`config.mk`:
```
export PLATFORM = sky130hd
export DESIGN_NAME = fxp_2_fp_stream_block_flat
export DESIGN_NICKNAME = d
export VERILOG_FILES = /design/src/rtl/fxp_2_fp_stream_block_if.sv /design/src/rtl/fxp_2_fp_stream_block.sv /design/src/flat_wrapper.sv
export SDC_FILE = /design/constraint.sdc
export NUM_CORES = 1
export LEC_CHECK = 0
export ABC_CLOCK_PERIOD_IN_PS = 5100
export BUFFER_PORTS_ARGS = -buffer_cell sky130_fd_sc_hd__buf_2
export CORE_MARGIN = 3
export CORE_UTILIZATION = 37
export DETAILED_ROUTE_END_ITERATION = 10
export PLACE_DENSITY = 0.52
export SETUP_SLACK_MARGIN = 0.3
export SKIP_CTS_REPAIR_TIMING = 1
export SLEW_MARGIN = 15
export SYNTH_ARGS = -nofsm -noshare
export SYNTH_HDL_FRONTEND = slang
export SYNTH_SLANG_ARGS = --single-unit
```
`constraint.sdc`:
```
create_clock -name clock_i -period 5.1 [get_ports clock_i]
set_input_delay 0.255 -clock clock_i [delete_from_list [all_inputs] [get_ports clock_i]]
set_output_delay 0.255 -clock clock_i [all_outputs]
set_load 0.05 [all_outputs]
```
`src/rtl/fxp_2_fp_stream_block_if.sv`:
```
// Stream bundle between the fixed-point producer and the FP32 converter.
// slave = converter side, master = producer/consumer side.
interface fxp_2_fp_stream_if #(
  parameter int data_size = 32
);
  logic [data_size-1:0] fxp_2_fp_data_i;
  logic                 fxp_2_fp_data_valid_i;
  logic                 fxp_2_fp_full_o;
  logic [data_size-1:0] fxp_2_fp_data_o;
  logic                 fxp_2_fp_data_valid_o;
  logic                 fxp_2_fp_data_ready_i;
  logic                 fxp_2_fp_vector_done_o;

  modport slave (
    input  fxp_2_fp_data_i,
    input  fxp_2_fp_data_valid_i,
    output fxp_2_fp_full_o,
    output fxp_2_fp_data_o,
    output fxp_2_fp_data_valid_o,
    input  fxp_2_fp_data_ready_i,
    output fxp_2_fp_vector_done_o
  );

  modport master (
    output fxp_2_fp_data_i,
    output fxp_2_fp_data_valid_i,
    input  fxp_2_fp_full_o,
    input  fxp_2_fp_data_o,
    input  fxp_2_fp_data_valid_o,
    output fxp_2_fp_data_ready_i,
    input  fxp_2_fp_vector_done_o
  );
endinterface

```
`src/rtl/fxp_2_fp_stream_block.sv`:
```
// Sign-magnitude fixed-point to FP32 converter: input FIFO, shift-normalise FSM, valid/ready output.
// Latency: valid_o rises leading-zero-count+2 edges after pop; input writes dropped while full_o.
module fxp_2_fp_stream_block #(
  parameter int data_size      = 32,
  parameter int number_of_data = 10,
  parameter int frac_bits      = 16,
  parameter int fifo_depth     = 10
) (
  input  logic               clock_i,
  input  logic               reset_n_i,
  fxp_2_fp_stream_if.slave   stream
);

  localparam int MAG_W  = data_size - 1;
  localparam int PTR_W  = (fifo_depth > 1) ? $clog2(fifo_depth) : 1;
  localparam int CNT_W  = $clog2(fifo_depth + 1);
  localparam int VCNT_W = (number_of_data > 1) ? $clog2(number_of_data) : 1;
  localparam logic [7:0] EXP_BASE = 8'(127 + (MAG_W - 1) - frac_bits);

  typedef enum logic [1:0] {IDLE, NORM, PACK, HOLD} state_t;

  logic [data_size-1:0] r_mem [fifo_depth];
  logic [PTR_W-1:0]     r_wr_ptr;
  logic [PTR_W-1:0]     r_rd_ptr;
  logic [CNT_W-1:0]     r_count;
  logic                 r_full;

  state_t               r_state;
  logic                 r_sign;
  logic [MAG_W-1:0]     r_mag;
  logic [4:0]           r_shift;
  logic [data_size-1:0] r_data;
  logic                 r_valid;
  logic [VCNT_W-1:0]    r_vec_cnt;
  logic                 r_done;

  logic                 w_push;
  logic                 w_pop;
  logic [CNT_W-1:0]     w_count_nxt;
  logic [data_size-1:0] w_head;
  logic [7:0]           w_exp;

  // A full FIFO drops the write even if a pop frees a slot on the same edge.
  assign w_push = stream.fxp_2_fp_data_valid_i & ~r_full;
  assign w_pop  = (r_state == IDLE) && (r_count != '0);
  assign w_head = r_mem[r_rd_ptr];
  assign w_exp  = EXP_BASE - {3'b000, r_shift};

  always_comb begin
    w_count_nxt = r_count;
    case ({w_push, w_pop})
      2'b10:   w_count_nxt = r_count + CNT_W'(1);
      2'b01:   w_count_nxt = r_count - CNT_W'(1);
      default: w_count_nxt = r_count;
    endcase
  end

  always_ff @(posedge clock_i) begin
    if (w_push) begin
      r_mem[r_wr_ptr] <= stream.fxp_2_fp_data_i;
    end
  end

  always_ff @(posedge clock_i or negedge reset_n_i) begin
    if (!reset_n_i) begin
      r_wr_ptr <= '0;
      r_rd_ptr <= '0;
      r_count  <= '0;
      r_full   <= 1'b0;
    end else begin
      if (w_push) begin
        r_wr_ptr <= (r_wr_ptr == PTR_W'(fifo_depth - 1)) ? '0 : r_wr_ptr + PTR_W'(1);
      end
      if (w_pop) begin
        r_rd_ptr <= (r_rd_ptr == PTR_W'(fifo_depth - 1)) ? '0 : r_rd_ptr + PTR_W'(1);
      end
      r_count <= w_count_nxt;
      r_full  <= (w_count_nxt == CNT_W'(fifo_depth));
    end
  end

  always_ff @(posedge clock_i or negedge reset_n_i) begin
    if (!reset_n_i) begin
      r_state   <= IDLE;
      r_sign    <= 1'b0;
      r_mag     <= '0;
      r_shift   <= '0;
      r_data    <= '0;
      r_valid   <= 1'b0;
      r_vec_cnt <= '0;
      r_done    <= 1'b0;
    end else begin
      r_done <= 1'b0;
      case (r_state)
        IDLE: begin
          if (w_pop) begin
            r_sign  <= w_head[data_size-1];
            r_mag   <= w_head[MAG_W-1:0];
            r_shift <= '0;
            r_state <= NORM;
          end
        end
        NORM: begin
          if ((r_mag == '0) || r_mag[MAG_W-1]) begin
            r_state <= PACK;
          end else begin
            r_mag   <= {r_mag[MAG_W-2:0], 1'b0};
            r_shift <= r_shift + 5'd1;
          end
        end
        PACK: begin
          // Zero magnitude always packs to +0, whatever the latched sign.
          if (r_mag == '0) begin
            r_data <= '0;
          end else begin
            r_data <= {r_sign, w_exp, r_mag[MAG_W-2 -: 23]};
          end
          r_valid <= 1'b1;
          r_state <= HOLD;
        end
        HOLD: begin
          if (stream.fxp_2_fp_data_ready_i) begin
            r_valid <= 1'b0;
            r_state <= IDLE;
            if (r_vec_cnt == VCNT_W'(number_of_data - 1)) begin
              r_vec_cnt <= '0;
              r_done    <= 1'b1;
            end else begin
              r_vec_cnt <= r_vec_cnt + VCNT_W'(1);
            end
          end
        end
        default: r_state <= IDLE;
      endcase
    end
  end

  assign stream.fxp_2_fp_full_o        = r_full;
  assign stream.fxp_2_fp_data_o        = r_data;
  assign stream.fxp_2_fp_data_valid_o  = r_valid;
  assign stream.fxp_2_fp_vector_done_o = r_done;

endmodule
```
`src/flat_wrapper.sv`:
```
// flat-port wrapper written by rule: the top's interface ports become plain ports
module fxp_2_fp_stream_block_flat 
#(
  parameter int data_size      = 32,
  parameter int number_of_data = 10,
  parameter int frac_bits      = 16,
  parameter int fifo_depth     = 10
)
  (clock_i, reset_n_i, stream_fxp_2_fp_data_i, stream_fxp_2_fp_data_valid_i, stream_fxp_2_fp_full_o, stream_fxp_2_fp_data_o, stream_fxp_2_fp_data_valid_o, stream_fxp_2_fp_data_ready_i, stream_fxp_2_fp_vector_done_o);
  fxp_2_fp_stream_if #(.data_size(data_size)) stream_i ();
  input  logic clock_i;
  input  logic reset_n_i;
  input wire logic [$bits(stream_i.fxp_2_fp_data_i)-1:0] stream_fxp_2_fp_data_i;
  input wire logic [$bits(stream_i.fxp_2_fp_data_valid_i)-1:0] stream_fxp_2_fp_data_valid_i;
  output wire logic [$bits(stream_i.fxp_2_fp_full_o)-1:0] stream_fxp_2_fp_full_o;
  output wire logic [$bits(stream_i.fxp_2_fp_data_o)-1:0] stream_fxp_2_fp_data_o;
  output wire logic [$bits(stream_i.fxp_2_fp_data_valid_o)-1:0] stream_fxp_2_fp_data_valid_o;
  input wire logic [$bits(stream_i.fxp_2_fp_data_ready_i)-1:0] stream_fxp_2_fp_data_ready_i;
  output wire logic [$bits(stream_i.fxp_2_fp_vector_done_o)-1:0] stream_fxp_2_fp_vector_done_o;
  assign stream_i.fxp_2_fp_data_i = stream_fxp_2_fp_data_i;
  assign stream_i.fxp_2_fp_data_valid_i = stream_fxp_2_fp_data_valid_i;
  assign stream_fxp_2_fp_full_o = stream_i.fxp_2_fp_full_o;
  assign stream_fxp_2_fp_data_o = stream_i.fxp_2_fp_data_o;
  assign stream_fxp_2_fp_data_valid_o = stream_i.fxp_2_fp_data_valid_o;
  assign stream_i.fxp_2_fp_data_ready_i = stream_fxp_2_fp_data_ready_i;
  assign stream_fxp_2_fp_vector_done_o = stream_i.fxp_2_fp_vector_done_o;
  fxp_2_fp_stream_block #(.data_size(data_size), .number_of_data(number_of_data), .frac_bits(frac_bits), .fifo_depth(fifo_depth)) u_core (.clock_i(clock_i), .reset_n_i(reset_n_i), .stream(stream_i));
endmodule
```
=== Word-level counts from Yosys, hierarchy flattened ===
Memories as Yosys holds them, arrays and structs flattened.
Cells that the tools add are included.
W data, S select, Z words.

* Equal/unequal tests: 13
* Muxes and demuxes: 22
* Bitwise gates (word level): 2
* Add/sub/neg operators: 7
* Reductions and logical operators: 12

{| class="wikitable"
|+ Operators with widths
! cell !! number
|-
| $mux W31 || 2
|-
| $pmux W31 S2 || 1
|-
| $mux W32 || 1
|-
| $logic_not A31 Y1 || 1
|-
| $add A4 B1 Y4 const B || 4
|-
| $eq A4 B4 Y1 const B || 4
|-
| $mux W4 || 3
|-
| $mux W5 || 2
|-
| $pmux W5 S2 || 1
|-
| $pmux W2 S4 || 1
|-
| $pmux W4 S2 || 1
|-
| $sub A8 B5 Y8 const A || 1
|-
| $eq A2 B2 Y1 const B || 3
|-
| $mux W1 || 6
|-
| $mux W2 || 3
|-
| $reduce_and A2 Y1 || 3
|-
| $reduce_and A3 Y1 || 2
|-
| $add A5 B1 Y5 const B || 1
|-
| $eq A2 B1 Y1 const B || 2
|-
| $ne A2 B1 Y1 const B || 2
|-
| $ne A2 B2 Y1 const B || 2
|-
| $reduce_bool A2 Y1 || 2
|-
| $reduce_bool A4 Y1 || 1
|-
| $sub A4 B1 Y4 const B || 1
|-
| other kinds (6) || 6
|}

* Memory bits (writable): 320
* Flip-flop bits (word level): 90
* Logic and storage cells: 69
* Memories: 1

{| class="wikitable"
|+ Memory list
! name !! depth !! width !! rd ports !! clocked after Yosys merged registers in !! write ports !! line !! text
|-
| u_core.r_mem || 10 || 32 || 1 || 0 || 1 || fxp_2_fp_stream_block.sv:22 || <nowiki>logic [data_size-1:0] r_mem [fifo_depth];</nowiki>
|}

=== Longest topological paths before layout ===
* Depth after elaboration: 5
* Mapped depth: 11

=== Worst setup path after synthesis ===
Ideal clock, no wire load.

* Kind: register to register
* From: register u_core.r_full (netlist: u_core.stream.fxp_2_fp_full_o)
* To: memory u_core.r_mem[1][0] (enable)
* Period minus slack after synthesis: 4.612 ns
* Buffers on the path: 0
* Data arrival time: 4.111 ns
* Required time: 4.599 ns
* Cell stages (with the launch flop): 4
* Setup time: 0.501 ns
* Slack: 0.488 ns
* Path through: dfrtp_1 nor2b_1 nand2_1 nor4_1

* Longest elaborated chain between the ends: 4

{| class="wikitable"
|+ RTL lines
! what !! line !! text
|-
| from (decl) || fxp_2_fp_stream_block.sv:26 || <nowiki>logic r_full;</nowiki>
|-
| from (signal assigned) || fxp_2_fp_stream_block.sv:78 || <nowiki>r_full <= (w_count_nxt == CNT_W'(fifo_depth));</nowiki>
|-
| $not A1 Y1 || fxp_2_fp_stream_block.sv:44 || <nowiki>assign w_push = stream.fxp_2_fp_data_valid_i & ~r_full;</nowiki>
|-
| $and A1 B1 Y1 || fxp_2_fp_stream_block.sv:44 ||
|-
| $mux W1 || fxp_2_fp_stream_block.sv:59 || <nowiki>if (w_push) begin</nowiki>
|-
| $mux W1 (not written as such) || fxp_2_fp_stream_block.sv:60 || <nowiki>r_mem[r_wr_ptr] <= stream.fxp_2_fp_data_i;</nowiki>
|-
| to (decl) || fxp_2_fp_stream_block.sv:22 ||
|}

No other way between the ends.

=== Worst setup path after layout ===
* From: register u_core.r_state[1]
* To: register u_core.r_mag[1]

* Longest elaborated chain between the ends: 4
* Elaborated cells between the ends (all ways): 8

{| class="wikitable"
|+ RTL lines
! what !! line !! text
|-
| from (decl) || fxp_2_fp_stream_block.sv:28 || <nowiki>state_t r_state;</nowiki>
|-
| from (signal assigned) || fxp_2_fp_stream_block.sv:84 || <nowiki>r_state <= IDLE;</nowiki>
|-
| from (signal assigned) || fxp_2_fp_stream_block.sv:100 || <nowiki>r_state <= NORM;</nowiki>
|-
| from (signal assigned) || fxp_2_fp_stream_block.sv:105 || <nowiki>r_state <= PACK;</nowiki>
|-
| $logic_not A2 Y1 || fxp_2_fp_stream_block.sv:45, fxp_2_fp_stream_block.sv:94 ||
|-
| $logic_and A1 B1 Y1 || fxp_2_fp_stream_block.sv:45 || <nowiki>assign w_pop = (r_state == IDLE) && (r_count != '0);</nowiki>
|-
| $ne A2 B1 Y1 (no line) || - ||
|-
| $reduce_and A3 Y1 (no line) || - ||
|-
| to (signal assigned) || fxp_2_fp_stream_block.sv:98 || <nowiki>r_mag <= w_head[MAG_W-1:0];</nowiki>
|-
| to (signal assigned) || fxp_2_fp_stream_block.sv:107 || <nowiki>r_mag <= {r_mag[MAG_W-2:0], 1'b0};</nowiki>
|-
| to (decl) || fxp_2_fp_stream_block.sv:30 || <nowiki>logic [MAG_W-1:0] r_mag;</nowiki>
|}

Several ways; a longest one is shown, not always the timed one.
A chain may end at the register's enable or synchronous reset.

==> reports/qor.yml <==
clock_sinks: 410
holdPathStages: 1
num_rows: 76
die_height_um: 217
wl_um: 36000
hold_start: "stream_fxp_2_fp_data_i[18]"
synth_flop_cell: "edfxtp_1"
clock_latency_ns: 0.53
tns_ns: 0
top_usage_layer: "met2"
avgViaCountPerCell: 5.14
grt_pass1_wl_um: 54700
cts.path.max_buffers: 3
startpoint_type: "flip-flop"
vias: 8572
fin_nets: 1094
ir_drop_mv: 0.367
min_to: "u_core.r_mem[4][18]$_DFFE_PP_"
synth-xor-area-share_pct: 0.585
path_clk_slew_ns: 0.06
powerDensity_mw_per_mm2: 616
async_flop_share_pct: 22.0
place_hpwl_um: 20300
run_status: "finished, final reports clean"
maxCapViolCount: 0
relSlewSlack_pct: 23.6
setup_viol: 0
clock_skew_ns: 0.00790
endpoint_kind: "flip-flop"
yosysWarnings: 0
crit_path_max_fanout: 36
path_class: "reg -> reg"
syn_nets: 1008
finalCoreUtilization_pct: 43.4
clockRootBuffer: "clkbuf_16"
port_buffers: 70
grt_usage_pct: 15.2
h-tree-depth: 2
die_w_um: 217
synth_cells: 963
r2r_start: "u_core.r_state[1]$_DFFE_PN0P_"
ys_seq_area_share_pct: 72.0
initialDrtViolationCount: 505
grtUsageMet1_pct: 22.2
syn_to_final_growth_pct: 14.6
slew_viol_final: 0
antenna_left: 0
rsz0062_at_grt: "false"
firstDrtPassIters: 4
drc: 0
ys_types: 47
min_period_ns: 3.09
synth_compound_area_share_pct: 5.77
synth_most_common_cell: "edfxtp_1"
antenna_found_initial: 0
die-area_mm2: 0.0471
fillers: 3953
yosys.area_share.simple_pct: 5.62
place.gp.congestion: 0.710
grt_max_degree: 48
arrival_ns: 3.50
cts_buffers: 43
required_ns: 5.51
grtUsageMet2_pct: 24.6
place_ws_ns: 1.99
coreArea_mm2: 0.0436
finalCritPeriodShare_pct: 60.5
power_mw: 11.6
final_layout_size_suffix_gt1_share_pct: 22.4
synth-seq-cells: 410
syn-cell-area_mm2: 0.0165
p_leak_nw: 6.76
start_util_pct: 37.8
hold_path_class: "in -> reg"
tritoncts: "done"
synth_common_cells: "edfxtp_1, mux2i_1, dfrtp_1, nand2_1, nand3_1"
r2r_cells: 8
ys_top_cells_by_area: "edfxtp_1, dfrtp_1, mux2i_1"
synth_edf_count: 320
yosys.area.top_type_share_pct: 58.3
n_antenna_cell: 0
synth_top_family_by_area: "multiplexers"
grtUsageMet3_pct: 2.28
synth.mux.area_fraction_pct: 13.5
fin_ws_ns: 2.01
overflow: 0
wl_per_cell_um: 21.6
ios: 71
synthAdderAreaFrac_pct: 0.683
postSynthAreaPerCell_um2: 17.1
timing.rr.end: "u_core.r_mag[1]$_DFFE_PN0P_"
rrSetupSlack_ns: 2.01
hold_viol_final: 0
synth_top_cell_by_area: "edfxtp_1"
tightest_slew_ns: 1.14
grt_pass1_vias: 8711
max_freq_mhz: 324
[per-stage QoR]
step	instance area, µm²	hold slack [ns]	cells
2_1_floorplan	16500	-0.0406	963
3_3_place_gp	17600	0.318	1587
3_5_place_dp	17600	0.318	1587
4_1_cts	18900	-0.248	1665
5_1_grt	18900	0.0177	1667
6_report	18900	0.0248	1667
[registers in the layout, indices dropped and copies added (netlist names)]
register / count
u_core.r_mag: 31
u_core.r_mem: 320
u_core.r_vec_cnt: 4
u_core.r_count: 4
u_core.r_wr_ptr: 4
u_core.r_shift: 5
u_core.stream.fxp_2_fp_vector_done_o: 1
u_core.r_state: 2
u_core.stream.fxp_2_fp_data_o: 32
u_core.r_sign: 1
u_core.stream.fxp_2_fp_data_valid_o: 1
u_core.stream.fxp_2_fp_full_o: 1
u_core.r_rd_ptr: 4
[logic make-up (layout without fill, tap and decap cells)]
| logic type | after synthesis | in the layout |
|---|---|---|
| flip-flops | 410 | 410 |
| AND/OR/NAND/NOR | 180 | 180 |
| AO/OA/AOI/OAI | 125 | 125 |
| multiplexers | 165 | 165 |
| buffers and inverters | 63 | 182 |
| XOR/XNOR | 11 | 11 |
| adder cells (fa/ha/maj) | 9 | 9 |
[how the worst max path moves through the flow]
stage	start	endpoint	slack, ns	cells past startpoint
3_3_place_gp	u_core.r_state[1]$_DFFE_PN0P_	u_core.r_mag[2]$_DFFE_PN0P_	2.07	8
2_1_floorplan	u_core.stream.fxp_2_fp_full_o$_DFF_PN0_	u_core.r_mem[1][0]$_DFFE_PP_	0.49	3
5_1_grt	u_core.r_state[1]$_DFFE_PN0P_	u_core.r_mag[1]$_DFFE_PN0P_	1.82	8
4_1_cts	u_core.r_state[1]$_DFFE_PN0P_	u_core.r_mag[1]$_DFFE_PN0P_	1.98	8
6_report	u_core.r_state[1]$_DFFE_PN0P_	u_core.r_mag[1]$_DFFE_PN0P_	2.01	8
3_5_place_dp	u_core.r_state[1]$_DFFE_PN0P_	u_core.r_mag[1]$_DFFE_PN0P_	1.99	8
[final cells by class]
| type | count | area, µm² | area share, % |
|---|---|---|---|
| clock buffers | 57 | 1180 | 6.25 |
| clock inverters | 21 | 123 | 0.649 |
| inverters | 11 | 41.3 | 0.219 |
| multi-input cells | 490 | 4390 | 23.2 |
| flip-flops and latches | 410 | 11900 | 62.8 |
| well taps | 585 | 732 | 3.87 |
| repair buffers | 93 | 556 | 2.94 |
[critical path, cell delays in order (launching register included)]
cell,delay [ns]
dfrtp_1,0.42
inv_1,0.09
ha_1,0.14
buf_4,0.41
nor2b_1,0.29
o21ai_4,0.14
a21oi_4,0.62
buf_4,0.45
mux2_2,0.38
[cell usage in the layout, fill, tap and decap left out, types with 11 or more instances in the layout]
cell type	n
mux4_2	34
nand3_1	41
mux2_4	27
a22o_1	23
o21ai_0	12
clkbuf_1	11
mux2i_1	95
edfxtp_1	320
buf_2	69
o211ai_1	34
clkinv_2	11
a22oi_1	30
nand2_1	47
clkbuf_16	45
nand2b_1	36
dfrtp_1	87
buf_4	20
[per-layer routing]
| layer | part of all wire (%) | wire length [µm] |
|---|---|---|
| met1 | 48 | 17200 |
| met2 | 47 | 17100 |
| met3 | 3.4 | 1240 |
| met4 | 1.4 | 519 |
| met5 | 0 | 0 |
[power by group]
| part | internal, mW | switching (mW) |
|---|---|---|
| combinational | 1.70 | 2.25 |
| clock | 1.67 | 1.22 |
| sequential | 4.25 | 0.554 |
| total | 7.62 | 4.02 |
No activity file was read; power rests on OpenSTA's default activity.
